[config.mk]
export PLATFORM = sky130hd
export DESIGN_NAME = ps2_key_event_decoder
export DESIGN_NICKNAME = d
export VERILOG_FILES = /design/src/rtl/ps2_key_event_decoder.sv
export SDC_FILE = /design/constraint.sdc
export NUM_CORES = 1
export LEC_CHECK = 0
export ABC_AREA = 1
export ABC_CLOCK_PERIOD_IN_PS = 3500
export BUFFER_PORTS_ARGS = -buffer_cell sky130_fd_sc_hd__buf_2
export CAP_MARGIN = 15
export CORE_MARGIN = 2
export CORE_UTILIZATION = 35
export CTS_CLUSTER_DIAMETER = 50
export DETAILED_ROUTE_END_ITERATION = 16
export PLACE_DENSITY = 0.6
export SYNTH_ARGS = -nofsm -noshare
export SYNTH_HDL_FRONTEND = slang
export SYNTH_SLANG_ARGS = --single-unit
[constraint.sdc]
create_clock -name clk -period 3.5 [get_ports clk]
set_clock_uncertainty 0.1 [all_clocks]
set_input_delay 0.525 -clock clk [delete_from_list [all_inputs] [get_ports clk]]
set_output_delay 0.525 -clock clk [all_outputs]
set_load 0.01 [all_outputs]
[src/rtl/ps2_key_event_decoder.sv]
// rtl/ps2_key_event_decoder.sv - PS/2 scan-code prefix decoder with modifier tracking and event FIFO
//
// Decodes the raw PS/2 byte stream (E0/F0/E1 prefixes) into make/break key
// events, tracks shift/ctrl/caps-lock state and queues tagged events in a
// show-ahead FIFO read through a valid/ready handshake.
//
// Ports:
//   clk, reset          clock, asynchronous active-high reset
//   rx_data             byte from the PS/2 receiver, valid with rx_done_tick
//   rx_done_tick        one-cycle strobe per received byte
//   evt_valid/ready     FIFO head handshake (pop on valid & ready)
//   evt_code            scan code of the head event, prefixes stripped
//   evt_extended        head event was E0-prefixed
//   evt_release         head event is a break
//   evt_shift/ctrl/caps modifier state captured when the event was pushed
//   caps_lock           live caps-lock toggle state
//   fifo_count          entries held
//   overflow            sticky drop flag, cleared by overflow_clr
module ps2_key_event_decoder #(
    parameter int FIFO_DEPTH = 8,
    parameter bit EMIT_BREAK = 1'b1
) (
    input  logic                          clk,
    input  logic                          reset,
    input  logic [7:0]                    rx_data,
    input  logic                          rx_done_tick,
    output logic                          evt_valid,
    input  logic                          evt_ready,
    output logic [7:0]                    evt_code,
    output logic                          evt_extended,
    output logic                          evt_release,
    output logic                          evt_shift,
    output logic                          evt_ctrl,
    output logic                          evt_caps,
    output logic                          caps_lock,
    output logic [$clog2(FIFO_DEPTH):0]   fifo_count,
    output logic                          overflow,
    input  logic                          overflow_clr
);

    localparam int AW = $clog2(FIFO_DEPTH);
    localparam int CW = AW + 1;

    localparam logic [7:0] PFX_EXT   = 8'hE0;
    localparam logic [7:0] PFX_BRK   = 8'hF0;
    localparam logic [7:0] PFX_PAUSE = 8'hE1;
    localparam logic [7:0] KEY_LSHIFT = 8'h12;
    localparam logic [7:0] KEY_RSHIFT = 8'h59;
    localparam logic [7:0] KEY_CTRL   = 8'h14;
    localparam logic [7:0] KEY_CAPS   = 8'h58;

    typedef enum logic [2:0] {
        S_IDLE,
        S_EXT,
        S_BRK,
        S_EXT_BRK,
        S_SKIP
    } state_t;

    state_t      state_q, state_d;
    logic [2:0]  skip_q, skip_d;

    logic        dec_valid;
    logic        dec_ext;
    logic        dec_rel;

    logic        lshift_q, lshift_d, rshift_q, rshift_d;
    logic        lctrl_q, lctrl_d, rctrl_q, rctrl_d;
    logic        caps_q, caps_d, caps_held_q, caps_held_d;
    logic        push;

    logic [12:0]   mem_q [FIFO_DEPTH];
    logic [AW-1:0] wr_ptr_q, rd_ptr_q;
    logic [CW-1:0] count_q, count_d;
    logic          overflow_q;
    logic          empty, full, pop, wr_en, drop;
    logic [12:0]   entry, head;

    // Prefix decoder: yields one decoded key (dec_*) on the byte that completes it.
    always_comb begin
        state_d   = state_q;
        skip_d    = skip_q;
        dec_valid = 1'b0;
        dec_ext   = 1'b0;
        dec_rel   = 1'b0;
        if (rx_done_tick) begin
            case (state_q)
                S_IDLE: begin
                    if (rx_data == PFX_EXT) begin
                        state_d = S_EXT;
                    end else if (rx_data == PFX_BRK) begin
                        state_d = S_BRK;
                    end else if (rx_data == PFX_PAUSE) begin
                        state_d = S_SKIP;
                        skip_d  = 3'd7;
                    end else begin
                        dec_valid = 1'b1;
                    end
                end
                S_EXT: begin
                    if (rx_data == PFX_BRK) begin
                        state_d = S_EXT_BRK;
                    end else if (rx_data != PFX_EXT) begin
                        dec_valid = 1'b1;
                        dec_ext   = 1'b1;
                        state_d   = S_IDLE;
                    end
                end
                S_BRK: begin
                    dec_valid = 1'b1;
                    dec_rel   = 1'b1;
                    state_d   = S_IDLE;
                end
                S_EXT_BRK: begin
                    dec_valid = 1'b1;
                    dec_ext   = 1'b1;
                    dec_rel   = 1'b1;
                    state_d   = S_IDLE;
                end
                S_SKIP: begin
                    // Pause sequence: swallow the 7 bytes that follow E1.
                    skip_d = skip_q - 3'd1;
                    if (skip_q == 3'd1) begin
                        state_d = S_IDLE;
                    end
                end
                default: state_d = S_IDLE;
            endcase
        end
    end

    // Modifier tracking; modifier keys never reach the FIFO.
    always_comb begin
        lshift_d    = lshift_q;
        rshift_d    = rshift_q;
        lctrl_d     = lctrl_q;
        rctrl_d     = rctrl_q;
        caps_d      = caps_q;
        caps_held_d = caps_held_q;
        push        = 1'b0;
        if (dec_valid) begin
            if (rx_data == KEY_LSHIFT || rx_data == KEY_RSHIFT) begin
                // E0-prefixed shifts are synthetic and dropped entirely.
                if (!dec_ext) begin
                    if (rx_data == KEY_LSHIFT) lshift_d = !dec_rel;
                    else                       rshift_d = !dec_rel;
                end
            end else if (rx_data == KEY_CTRL) begin
                if (dec_ext) rctrl_d = !dec_rel;
                else         lctrl_d = !dec_rel;
            end else if (rx_data == KEY_CAPS && !dec_ext) begin
                if (dec_rel) begin
                    caps_held_d = 1'b0;
                end else if (!caps_held_q) begin
                    caps_d      = !caps_q;
                    caps_held_d = 1'b1;
                end
            end else begin
                push = !dec_rel || EMIT_BREAK;
            end
        end
    end

    assign entry = {caps_q, lctrl_q | rctrl_q, lshift_q | rshift_q, dec_rel, dec_ext, rx_data};

    assign empty = (count_q == '0);
    assign full  = (count_q == CW'(FIFO_DEPTH));
    assign pop   = !empty && evt_ready;
    // A pop in the same cycle frees the slot a full-FIFO push needs.
    assign wr_en = push && (!full || pop);
    assign drop  = push && full && !pop;

    always_comb begin
        count_d = count_q;
        if (wr_en && !pop)      count_d = count_q + CW'(1);
        else if (!wr_en && pop) count_d = count_q - CW'(1);
    end

    always_ff @(posedge clk or posedge reset) begin
        if (reset) begin
            state_q     <= S_IDLE;
            skip_q      <= 3'd0;
            lshift_q    <= 1'b0;
            rshift_q    <= 1'b0;
            lctrl_q     <= 1'b0;
            rctrl_q     <= 1'b0;
            caps_q      <= 1'b0;
            caps_held_q <= 1'b0;
            wr_ptr_q    <= '0;
            rd_ptr_q    <= '0;
            count_q     <= '0;
            overflow_q  <= 1'b0;
        end else begin
            state_q     <= state_d;
            skip_q      <= skip_d;
            lshift_q    <= lshift_d;
            rshift_q    <= rshift_d;
            lctrl_q     <= lctrl_d;
            rctrl_q     <= rctrl_d;
            caps_q      <= caps_d;
            caps_held_q <= caps_held_d;
            count_q     <= count_d;
            if (wr_en) wr_ptr_q <= wr_ptr_q + 1'b1;
            if (pop)   rd_ptr_q <= rd_ptr_q + 1'b1;
            // A drop in the same cycle as a clear leaves the flag set.
            if (drop)              overflow_q <= 1'b1;
            else if (overflow_clr) overflow_q <= 1'b0;
        end
    end

    always_ff @(posedge clk) begin
        if (wr_en) mem_q[wr_ptr_q] <= entry;
    end

    // Storage is not reset, so the head is masked to zero while empty.
    assign head         = empty ? 13'd0 : mem_q[rd_ptr_q];
    assign evt_valid    = !empty;
    assign evt_code     = head[7:0];
    assign evt_extended = head[8];
    assign evt_release  = head[9];
    assign evt_shift    = head[10];
    assign evt_ctrl     = head[11];
    assign evt_caps     = head[12];
    assign caps_lock    = caps_q;
    assign fifo_count   = count_q;
    assign overflow     = overflow_q;

endmodule
==> reports/results.md, run 1 <==
| Result | This run |
|:---|:---|
| Run status | finished, final reports clean |
| Pin count of the biggest net entering global routing | 37 |
| HP Class | in -> reg |
| Number of vias after detailed routing | 3,941 |
| Worst flop-to-flop path endpoint | fifo_count[3]$_DFFE_PP0P_ |
| Static Leakage | 2.60 nW |
| Max Freq | 346 MHz |
| Average vias per placed instance | 4.91 |
| Initial core utilization | 35.6% |
| Die area | 17,100 um^2 |
| Worst VDD drop | 0.381 mV |
| Reported max-cap violation count | 0 |
| Final worst-path cycle share | 82.6% |
| Clock tree from TritonCTS | built |
| Number of DRC violations after detailed routing | 0 |
| Final net count | 596 |
| Final setup TNS | 0 ps |
| RR Startpoint | state_q[2]$_DFFE_PP0P_ |
| Global route overflow | 0 |
| Weighted congestion at the end of routability-driven global placement | 0.800 |
| Crit path time final | 2890 ps |
| Count of antenna-violating nets left after detailed routing | 0 |
| Most common flop cell mapped by yosys | sky130_fd_sc_hd__edfxtp_1 |
| Insertion delay of the later-clocked pin in the worst-skew pair | 420 ps |
| CTS H-Tree Depth | 4 |
| CTS Hold Buffers Added | 0 |
| Fraction of the yosys area taken by sequential cells | 65.7% |
| WL final | 12,400 um |
| Data required time at the worst endpoint | 3690 ps |
| TritonCTS Buffers | 17 |
| Internal power consumption | 0.00369 W |
| RSZ-0062 raised after global routing | no |
| Standard cell core area | 15,800 um^2 |
| CTS clock-pin slew for the worst setup and hold paths | 60 ps |
| Clock root cell | sky130_fd_sc_hd__clkbuf_16 |
| Routed wire per std cell | 15.4 um |
| Sw power | 0.00196 W |
| Sink count of the clock tree | 127 |
| Final setup viols | 0 |
| Depth of the most critical reg-to-reg path | 16 |
| Post-Synthesis Cells | 530 |
| Data arrival, critical path | 3090 ps |
| Final Hold Viols | 0 |
| Setup Buffers After CTS | 0 |
| Top Ports | 33 |
| Post-synthesis instance area | 5630 um^2 |
| Combinational power share | 32.9% |
| Port buffer count | 32 |
| Tightest Pin Transition | 994 ps |
| Vias in the first global route | 3,776 |
| Crit path capture type | flop |
| Number of synthesized register bits | 127 |
| Final-report max-slew violation count | 0 |
| Mapped Avg Cell Area | 10.6 um^2 |
| Dpl hpwl | 7700 um |
| Post-synth top area share | 55.5% |
| Post-synth top area cell | sky130_fd_sc_hd__edfxtp_1 |
| Relative slew slack | 33.7% |
| Kind of launch point of the worst setup path | flop |
| Critical path start-end classification | reg -> reg |
| Overall Global Routing Usage | 15.4% |
| Power Density | 846 nW/um^2 |
| Clock power frac | 31.7% |
| Switching Share | 34.7% |
| Layout area overhead | 18.7% |
| Capturing element of the worst setup path | fifo_count[3]$_DFFE_PP0P_ |
| Final Hold Slack | 198 ps |
| Number of gates resized after CTS | 0 |
| Number of fillers in the final layout | 1,475 |
| Yosys Warn Count | 0 |
| Part of the power in registers | 35.4% |
| Detailed Route Iter0 Violations | 256 |
| Launch point of the worst path | state_q[2]$_DFFE_PP0P_ |
| Post-Synthesis Net Count | 551 |
| DIE HEIGHT | 131 um |
| Maximum fanout encountered on the critical timing path | 12 |
| Synth top area cells | sky130_fd_sc_hd__edfxtp_1 55%, sky130_fd_sc_hd__dfrtp_1 10%, sky130_fd_sc_hd__nor2_1 7.7% |
| Async SR Flop Fraction | 18.1% |
| Share of cells above drive strength 1 | 16.0% |
| Drt first pass iters | 4 |
| Slack of the worst reg-to-reg path | 610 ps |
| Number of flops mapped to enable cells by yosys | 104 |
| Final core occ | 42.2% |
| Number of antenna violations at the first check in global routing | 0 |
| Synth unique cells | 33 |
| Maximum number of buffers from clock root to sink | 2 |
| N_diodes | 0 |
| Overall die width | 131 um |
| Std cell rows | 46 |
| First-pass GRT wire length | 19,300 um |
-- metrics by stage --
step,power (W),instances,area [um^2],setup WS (ps)
after floorplan,0.00326,530,5630,720
after global placement,0.00385,772,6080,386
after global routing,0.00601,803,6680,195
after detailed placement,0.00391,772,6080,288
after CTS,0.00572,803,6680,598
final,0.00565,803,6680,609
-- per-layer routing --
layer | vias up | global-route usage (%) | share of wire, %
met2 | 93 | 25.2 | 50
met3 | 15 | 4.76 | 5.5
met1 | 1913 | 19.3 | 43
li1 | 1920 | - | -
met4 | 0 | 6.01 | 1.6
met5 | - | 0 | 0
-- placed cells by master (no fill, tap or decap), types with 4 or more instances in the layout --
| cell | count |
|---|---|
| sky130_fd_sc_hd__dfrtp_1 | 23 |
| sky130_fd_sc_hd__nand3_1 | 17 |
| sky130_fd_sc_hd__nor2_1 | 116 |
| sky130_fd_sc_hd__o21ai_0 | 76 |
| sky130_fd_sc_hd__a31oi_1 | 14 |
| sky130_fd_sc_hd__xor2_1 | 4 |
| sky130_fd_sc_hd__ha_1 | 7 |
| sky130_fd_sc_hd__o22ai_1 | 14 |
| sky130_fd_sc_hd__buf_4 | 15 |
| sky130_fd_sc_hd__clkbuf_16 | 17 |
| sky130_fd_sc_hd__edfxtp_1 | 104 |
| sky130_fd_sc_hd__bufinv_16 | 4 |
| sky130_fd_sc_hd__clkinv_2 | 4 |
| sky130_fd_sc_hd__nand2_1 | 54 |
| sky130_fd_sc_hd__nor2_2 | 5 |
| sky130_fd_sc_hd__nand2_2 | 6 |
| sky130_fd_sc_hd__a21oi_1 | 4 |
| sky130_fd_sc_hd__buf_2 | 32 |
| sky130_fd_sc_hd__inv_1 | 39 |
-- power groups by stage --
stage | logic [W] | registers, W | clock network, W
floorplan | 0.00126 | 0.00201 | 0
global placement | 0.00183 | 0.00202 | 0
detailed placement | 0.00188 | 0.00203 | 0
CTS | 0.00189 | 0.00200 | 0.00182
global route | 0.00211 | 0.00202 | 0.00188
finish | 0.00186 | 0.00200 | 0.00179
-- worst min path at each step --
stage,from,endpoint,slack (ps),cells after the start
final,overflow_clr,overflow$_DFFE_PP0P_,200,2
after CTS,overflow_clr,overflow$_DFFE_PP0P_,180,2
after floorplan,lshift_q$_DFFE_PP0P_,lshift_q$_DFFE_PP0P_,350,2
after global routing,overflow_clr,overflow$_DFFE_PP0P_,220,2
after detailed placement,lshift_q$_DFFE_PP0P_,lshift_q$_DFFE_PP0P_,370,2
after global placement,lshift_q$_DFFE_PP0P_,lshift_q$_DFFE_PP0P_,360,2
-- cell type report --
cell class | instances | area [um^2] | area share [%]
Multi-Input combinational cell | 340 | 1680 | 25.2
Clock buffer | 18 | 429 | 6.42
Inverter | 42 | 158 | 2.36
Tap cell | 216 | 270 | 4.04
Timing Repair Buffer | 47 | 273 | 4.08
Clock inverter | 13 | 171 | 2.56
Sequential cell | 127 | 3700 | 55.3
-- worst max-delay path, cell delays in order (launching register included) --
cell	delay (ps)
sky130_fd_sc_hd__dfrtp_1	410
sky130_fd_sc_hd__nor3_1	330
sky130_fd_sc_hd__nand3_2	150
sky130_fd_sc_hd__nand2_1	80
sky130_fd_sc_hd__nor2_1	60
sky130_fd_sc_hd__nor2_4	150
sky130_fd_sc_hd__nand4_4	190
sky130_fd_sc_hd__inv_1	100
sky130_fd_sc_hd__ha_1	180
sky130_fd_sc_hd__inv_1	90
sky130_fd_sc_hd__ha_1	280
sky130_fd_sc_hd__a21o_1	180
sky130_fd_sc_hd__a21oi_1	170
sky130_fd_sc_hd__nand2_1	70
sky130_fd_sc_hd__nand2_1	60
sky130_fd_sc_hd__nor2_1	40
sky130_fd_sc_hd__xor2_1	130
-- sequential cells by signal, summed over array words and instances, names as in the netlist --
register and cells:
mem_q 104, rshift_q 1, lshift_q 1, rctrl_q 1, rd_ptr_q 3, lctrl_q 1, caps_held_q 1, skip_q 3
fifo_count 4, caps_lock 1, wr_ptr_q 3, state_q 3, overflow 1
-- cell usage after synthesis (all sizes together) (4+ instances only) --
master	n
a21oi	4
a31oi	14
buf	4
clkbuf	17
dfrtp	23
edfxtp	104
ha	7
inv	41
nand2	61
nand3	18
nor2	122
o21ai	77
o22ai	14
xor2	4
-- logic make-up (layout without fill, tap and decap cells) --
| group | after synthesis | count (layout) | share of synthesized area [%] |
|---|---|---|---|
| flip-flops | 127 | 127 | 65.7 |
| AND/OR/NAND/NOR | 213 | 213 | 16.2 |
| AO/OA/AOI/OAI | 112 | 112 | 10.7 |
| buffers and inverters | 63 | 120 | 4.40 |
| adder cells (fa/ha/maj) | 8 | 8 | 1.91 |
| XOR/XNOR | 7 | 7 | 1.09 |
No activity file was read; power rests on OpenSTA's default activity.
==> run 2, diff against run 1 <==
Settings changed: ABC_CLOCK_PERIOD_IN_PS 3500 to 2900.
Clock period 3.5 ns to 2.9 ns, I/O delays scaled along.
==> run 2 against run 1 <==
Core utilization increased by 0.80 points. First-iteration DRC count rose by 43%. Cell area increased by 1.9%. Sequential share of layout area shrank 1.0 points. Register-to-register slack worse by 340 ps. Highest routed layer unchanged. Sequential power is 20% higher. Sequential cell count did not move. Largest cell class unchanged. Critical path depth unchanged. Largest power group unchanged. Combinational power is 26% higher. Global-route usage increased by 0.098 points. Die area stayed put.
==> reports/results.md, run 2 (synthesis gave the netlist of run 1 again) <==
| Result | This run |
|:---|:---|
| Combinational power share | 34.4% |
| Count of antenna-violating nets left after detailed routing | 0 |
| Die area | 17,100 um^2 |
| Logic depth of the worst setup path including buffers | 16 |
| Maximum number of buffers from clock root to sink | 2 |
| Overall die width | 131 um |
| Crit path time final | 2630 ps |
| Switching Share | 35.8% |
| Dpl hpwl | 7880 um |
| TritonCTS Buffers | 17 |
| Number of antenna violations at the first check in global routing | 0 |
| Critical Path, Cell by Cell | nor3_2, nand3_2, nand2_1, nand2_2, nand2_4, nand4_4, inv_1, ha_1, inv_1, ha_1, a21o_1, a21oi_2, nand2_1, nand2_1, nor2_1, xor2_1 |
| CTS H-Tree Depth | 4 |
| Sink count of the clock tree | 127 |
| Layout area overhead | 21.0% |
| Share of cells above drive strength 1 | 19.4% |
| Final setup viols | 0 |
| Crit path capture type | flop |
| Depth of the most critical reg-to-reg path | 16 |
| Detailed Route Iter0 Violations | 367 |
| PnR worst setup slack | 267 ps |
| Post-route cell area | 6810 um^2 |
| Launch point of the worst path | state_q[2]$_DFFE_PP0P_ |
| Kind of launch point of the worst setup path | flop |
| RR Startpoint | state_q[2]$_DFFE_PP0P_ |
| Number of DRC violations after detailed routing | 0 |
| Insertion delay of the later-clocked pin in the worst-skew pair | 410 ps |
| Port buffer count | 32 |
| Std cell rows | 46 |
| Max Freq | 380 MHz |
| Reported max-cap violation count | 0 |
| Part of the power in registers | 35.1% |
| DIE HEIGHT | 131 um |
| Clock root cell | sky130_fd_sc_hd__clkbuf_16 |
| Sw power | 0.00245 W |
| Cell class contributing the biggest share of worst-path delay | simple AND/OR/NAND/NOR gates |
| Relative slew slack | 36.7% |
| Data arrival, critical path | 2830 ps |
| Number of gates resized after CTS | 0 |
| Number of flip-flops in the largest register | 104 |
| Number of vias after detailed routing | 4,006 |
| Routed wire per std cell | 15.6 um |
| Static Leakage | 2.68 nW |
| Final core occ | 43.0% |
| Worst VDD drop | 0.394 mV |
| Initial core utilization | 35.6% |
| Final Hold Viols | 0 |
| Weighted congestion at the end of routability-driven global placement | 0.878 |
| Internal power consumption | 0.00438 W |
| Final net count | 611 |
| Sum of buffers and inverters on the critical path | 2 |
| Data required time at the worst endpoint | 3100 ps |
| Run status | finished, final reports clean |
| Setup Buffers After CTS | 0 |
| Drt first pass iters | 4 |
| CTS Hold Buffers Added | 0 |
| Standard cell core area | 15,800 um^2 |
| Final-report max-slew violation count | 0 |
| Maximum fanout encountered on the critical timing path | 5 |
| Final worst-path cycle share | 90.8% |
| Area after DPL | 6210 um^2 |
| Vias in the first global route | 3,764 |
| Power Density | 1000 nW/um^2 |
| Global route overflow | 0 |
| CTS clock-pin slew for the worst setup and hold paths | 60 ps |
| Most used cells in the layout excluding fill and tap cells | 114 x sky130_fd_sc_hd__nor2_1, 104 x sky130_fd_sc_hd__edfxtp_1, 76 x sky130_fd_sc_hd__o21ai_0 |
| Clock tree from TritonCTS | built |
| Critical path start-end classification | reg -> reg |
| Most repeated library cell on the critical path | sky130_fd_sc_hd__nand2_1 |
| Clock power frac | 30.5% |
| Top Ports | 33 |
| Register with the most flip-flops | mem_q |
| Tightest Pin Transition | 948 ps |
| N_diodes | 0 |
| Worst flop-to-flop path endpoint | fifo_count[3]$_DFFE_PP0P_ |
| WL final | 12,800 um |
| Capturing element of the worst setup path | fifo_count[3]$_DFFE_PP0P_ |
| HP Class | in -> reg |
| Slowest cell delay on critical path | 430 ps |
| Overall Global Routing Usage | 15.5% |
| Setup slack at placement | -42.9 ps |
| Average vias per placed instance | 4.89 |
| First-pass GRT wire length | 19,600 um |
| Slack of the worst reg-to-reg path | 270 ps |
| Pin count of the biggest net entering global routing | 41 |
| Number of fillers in the final layout | 1,459 |
| Commonest non-fill, non-tap cell in the layout | sky130_fd_sc_hd__nor2_1 |
| Max stage delay cell, worst path | sky130_fd_sc_hd__dfrtp_1 |
run 2: cell types whose count changed in the layout (fill, tap and decap cells not counted), sizes merged:
cell	delta
clkinv	+1
inv	+3
bufinv	-2
clkbuf	-1
buf	+15
run 2: worst min path at each step:
| stage | startpoint | endpoint | cells after the start |
|---|---|---|---|
| global route | overflow_clr | overflow$_DFFE_PP0P_ | 2 |
| floorplan | reset | caps_held_q$_DFFE_PP0P_ | 1 |
| global placement | lshift_q$_DFFE_PP0P_ | lshift_q$_DFFE_PP0P_ | 2 |
| CTS | overflow_clr | overflow$_DFFE_PP0P_ | 2 |
| detailed placement | lshift_q$_DFFE_PP0P_ | lshift_q$_DFFE_PP0P_ | 2 |
| finish | overflow_clr | overflow$_DFFE_PP0P_ | 2 |
run 2: final cells by class:
cell class | count | area [um^2] | area share (%)
sequential | 127 | 3700 | 54.3
multi-input combinational | 340 | 1700 | 24.9
clock buffer | 17 | 425 | 6.25
timing repair buffer | 62 | 398 | 5.84
tap | 216 | 270 | 3.97
clock inverter | 15 | 163 | 2.39
inverter | 42 | 158 | 2.31
run 2: metrics by stage:
stage | std cells | total power (W) | hold WS [ps] | setup TNS (ps)
2_1_floorplan | 530 | 0.00394 | 337 | 0
3_3_place_gp | 787 | 0.00473 | 362 | 0
3_5_place_dp | 787 | 0.00478 | 380 | -42.9
4_1_cts | 819 | 0.00688 | 99.0 | 0
5_1_grt | 819 | 0.00728 | 142 | -3.33
6_report | 819 | 0.00683 | 111 | 0
run 2: metal layers:
layer	GRT usage (%)	up-vias	share of wire (%)
met2	25.9	74	49
li1	-	1961	-
met1	19.8	1953	46
met4	4.76	0	1.6
met3	4.36	18	3.4
met5	0	-	0
run 2: power by group through the flow:
stage | clock (W) | combinational, W | sequential (W)
2_1_floorplan | 0 | 0.00152 | 0.00242
3_3_place_gp | 0 | 0.00231 | 0.00242
3_5_place_dp | 0 | 0.00235 | 0.00243
4_1_cts | 0.00212 | 0.00236 | 0.00240
5_1_grt | 0.00221 | 0.00264 | 0.00243
6_report | 0.00209 | 0.00235 | 0.00240
==> run 3, diff against run 2 <==
--- a/config.mk
+++ b/config.mk
@@ -16,2 +16,3 @@
 export PLACE_DENSITY = 0.6
+export SETUP_SLACK_MARGIN = 0.3
 export SYNTH_ARGS = -nofsm -noshare
--- a/constraint.sdc
+++ b/constraint.sdc
@@ -4,2 +4,2 @@
 set_output_delay 0.435 -clock clk [all_outputs]
-set_load 0.01 [all_outputs]
+set_load 0.1 [all_outputs]
==> run 3 against run 2 <==
Global-route usage rose by 1.6 points. Core utilization is 3.6 points higher. Critical path depth fell by 7. Cell area up 8.4%. Sequential share of layout area down 4.0 points. First-iteration DRC count increased by 5.7%. Critical path type is now reg -> out. Largest cell class unchanged.
==> reports/results.md, run 3 (synthesis gave the netlist of run 1 again) <==
| Result | This run |
|:---|:---|
| Run status | finished, final reports clean |
| Count of antenna-violating nets left after detailed routing | 0 |
| DIE HEIGHT | 131 um |
| Reported max-cap violation count | 0 |
| Final Hold Viols | 0 |
| Final setup TNS | 0 ps |
| HP Class | in -> reg |
| Number of DRC violations after detailed routing | 0 |
| Initial core utilization | 35.6% |
| Maximum fanout encountered on the critical timing path | 5 |
| Port buffer count | 32 |
| Pin count of the biggest net entering global routing | 39 |
| Weighted congestion at the end of routability-driven global placement | 0.875 |
| CTS clock-pin slew for the worst setup and hold paths | 60 ps |
| Detailed Route Iter0 Violations | 388 |
| TritonCTS Buffers | 17 |
| Layout area overhead | 31.1% |
| Met3 capacity usage during global routing | 4.03% |
| Min-Delay Path Depth | 2 |
| Top Ports | 33 |
| Standard cell core area | 15,800 um^2 |
| Fraction of met1 tracks used by global routing | 21.6% |
| Commonest non-fill, non-tap cell in the layout | sky130_fd_sc_hd__nor2_1 |
| Dpl hpwl | 8120 um |
| Maximum number of buffers from clock root to sink | 2 |
| Global route overflow | 0 |
| Share of cells above drive strength 1 | 26.1% |
| Max Freq | 390 MHz |
| CTS H-Tree Depth | 4 |
| Number of antenna violations at the first check in global routing | 1 |
| Average vias per placed instance | 4.94 |
| Drt first pass iters | 4 |
| Number of vias after detailed routing | 4,077 |
| RSZ-0062 raised after global routing | yes |
| Die area | 17,100 um^2 |
| Number of flip-flops in the largest register | 104 |
| Critical path start-end classification | reg -> out |
| Crit path capture type | output pin |
| Depth of the most critical reg-to-reg path | 18 |
| Number of fillers in the final layout | 1,412 |
| Overall die width | 131 um |
| First-pass GRT wire length | 21,600 um |
| Register with the most flip-flops | mem_q |
| Most used routing layer in global routing | met2 |
| Vias in the first global route | 4,023 |
| N_diodes | 0 |
| Met2 layer usage reported by global route | 28.8% |
| Final setup viols | 0 |
| Crit path time final | 2560 ps |
| Routed wire per std cell | 16.7 um |
| Sink count of the clock tree | 127 |
| Final net count | 617 |
| Insertion delay of the later-clocked pin in the worst-skew pair | 410 ps |
| Tightest Pin Transition | 721 ps |
| WL final | 13,700 um |
| Std cell rows | 46 |
| Data arrival, critical path | 2030 ps |
| Final-report max-slew violation count | 0 |
| Final worst-path cycle share | 88.4% |
| Overall Global Routing Usage | 17.1% |
| Data required time at the worst endpoint | 2370 ps |
| Clock root cell | sky130_fd_sc_hd__clkbuf_16 |
| Most used cells in the layout excluding fill and tap cells | 113 x sky130_fd_sc_hd__nor2_1, 104 x sky130_fd_sc_hd__edfxtp_1, 65 x sky130_fd_sc_hd__o21ai_0 |
| Clock tree from TritonCTS | built |
| Kind of launch point of the worst setup path | flop |
| Relative slew slack | 51.8% |
run 3: cell types whose count changed in the layout (fill, tap and decap cells not counted), moves of 7 or more:
| cell | previous run | this run |
|---|---|---|
| sky130_fd_sc_hd__a31oi_1 | 14 | 1 |
| sky130_fd_sc_hd__o21ai_0 | 76 | 65 |
| sky130_fd_sc_hd__buf_2 | 32 | 18 |
| sky130_fd_sc_hd__a31oi_4 | 0 | 13 |
| sky130_fd_sc_hd__buf_12 | 1 | 13 |
| sky130_fd_sc_hd__o21ai_2 | 0 | 8 |
| sky130_fd_sc_hd__inv_1 | 39 | 32 |
run 3: stage by stage:
step	setup WS (ps)	instances	util [%]	cell area [um^2]	hold slack, ps
finish	337	825	46.6	7380	113
global route	167	825	46.6	7380	118
CTS	270	817	45.4	7190	105
detailed placement	26.1	780	40.7	6440	366
global placement	143	780	40.7	6440	365
floorplan	291	530	-	5890	337
run 3: routing by layer:
layer | vias up | routed length (um)
li1 | 1983 | -
met1 | 1997 | 6030
met2 | 72 | 6910
met3 | 23 | 483
met4 | 2 | 304
met5 | - | 11
run 3: worst max-delay path: stages, from the launching register on:
cell and delay [ps]:
sky130_fd_sc_hd__dfrtp_4 510, sky130_fd_sc_hd__nor2_1 110, sky130_fd_sc_hd__inv_1 100, sky130_fd_sc_hd__nor3_4 160
sky130_fd_sc_hd__buf_12 150, sky130_fd_sc_hd__clkinvlp_4 80, sky130_fd_sc_hd__buf_4 160, sky130_fd_sc_hd__o21ai_2 80
sky130_fd_sc_hd__a31oi_4 60, sky130_fd_sc_hd__buf_12 190
run 3: final timing paths:
path,endpoint,slack [ps],from
worst max-delay path,evt_release,340,fifo_count[1]$_DFFE_PP0P_
worst min-delay path,overflow$_DFFE_PP0P_,110,overflow_clr
worst max register to register,fifo_count[3]$_DFFE_PP0P_,350,state_q[1]$_DFFE_PP0P_
worst min register to register,lshift_q$_DFFE_PP0P_,380,lshift_q$_DFFE_PP0P_
max in group asynchronous,fifo_count[3]$_DFFE_PP0P_,1910,reset
min in group asynchronous,fifo_count[1]$_DFFE_PP0P_,520,reset
run 3: area by class of cell:
cell class              instances  area, um^2  area share, %
clock buffers                  17         425           5.76
multi-input cells             340        1990           26.9
flip-flops and latches        127        3710           50.3
repair buffers                 67         682           9.24
clock inverters                15         134           1.81
repair inverters                1        7.51          0.102
well taps                     216         270           3.66
inverters                      42         163           2.20
run 3: what timing repair did:
item | CTS | global route
endpoints found under the hold margin | 23 | 0
resized for setup | 51 | 34
setup endpoints to repair | 15 | 16
setup buffers | 3 | 7
cloned | 1 | 1
pin swaps | 1 | 10
hold buffers | 1 | 0
Power of run 3 is not shown: default switching activity piles up to over one toggle a cycle in this logic, so the estimate is an artifact.
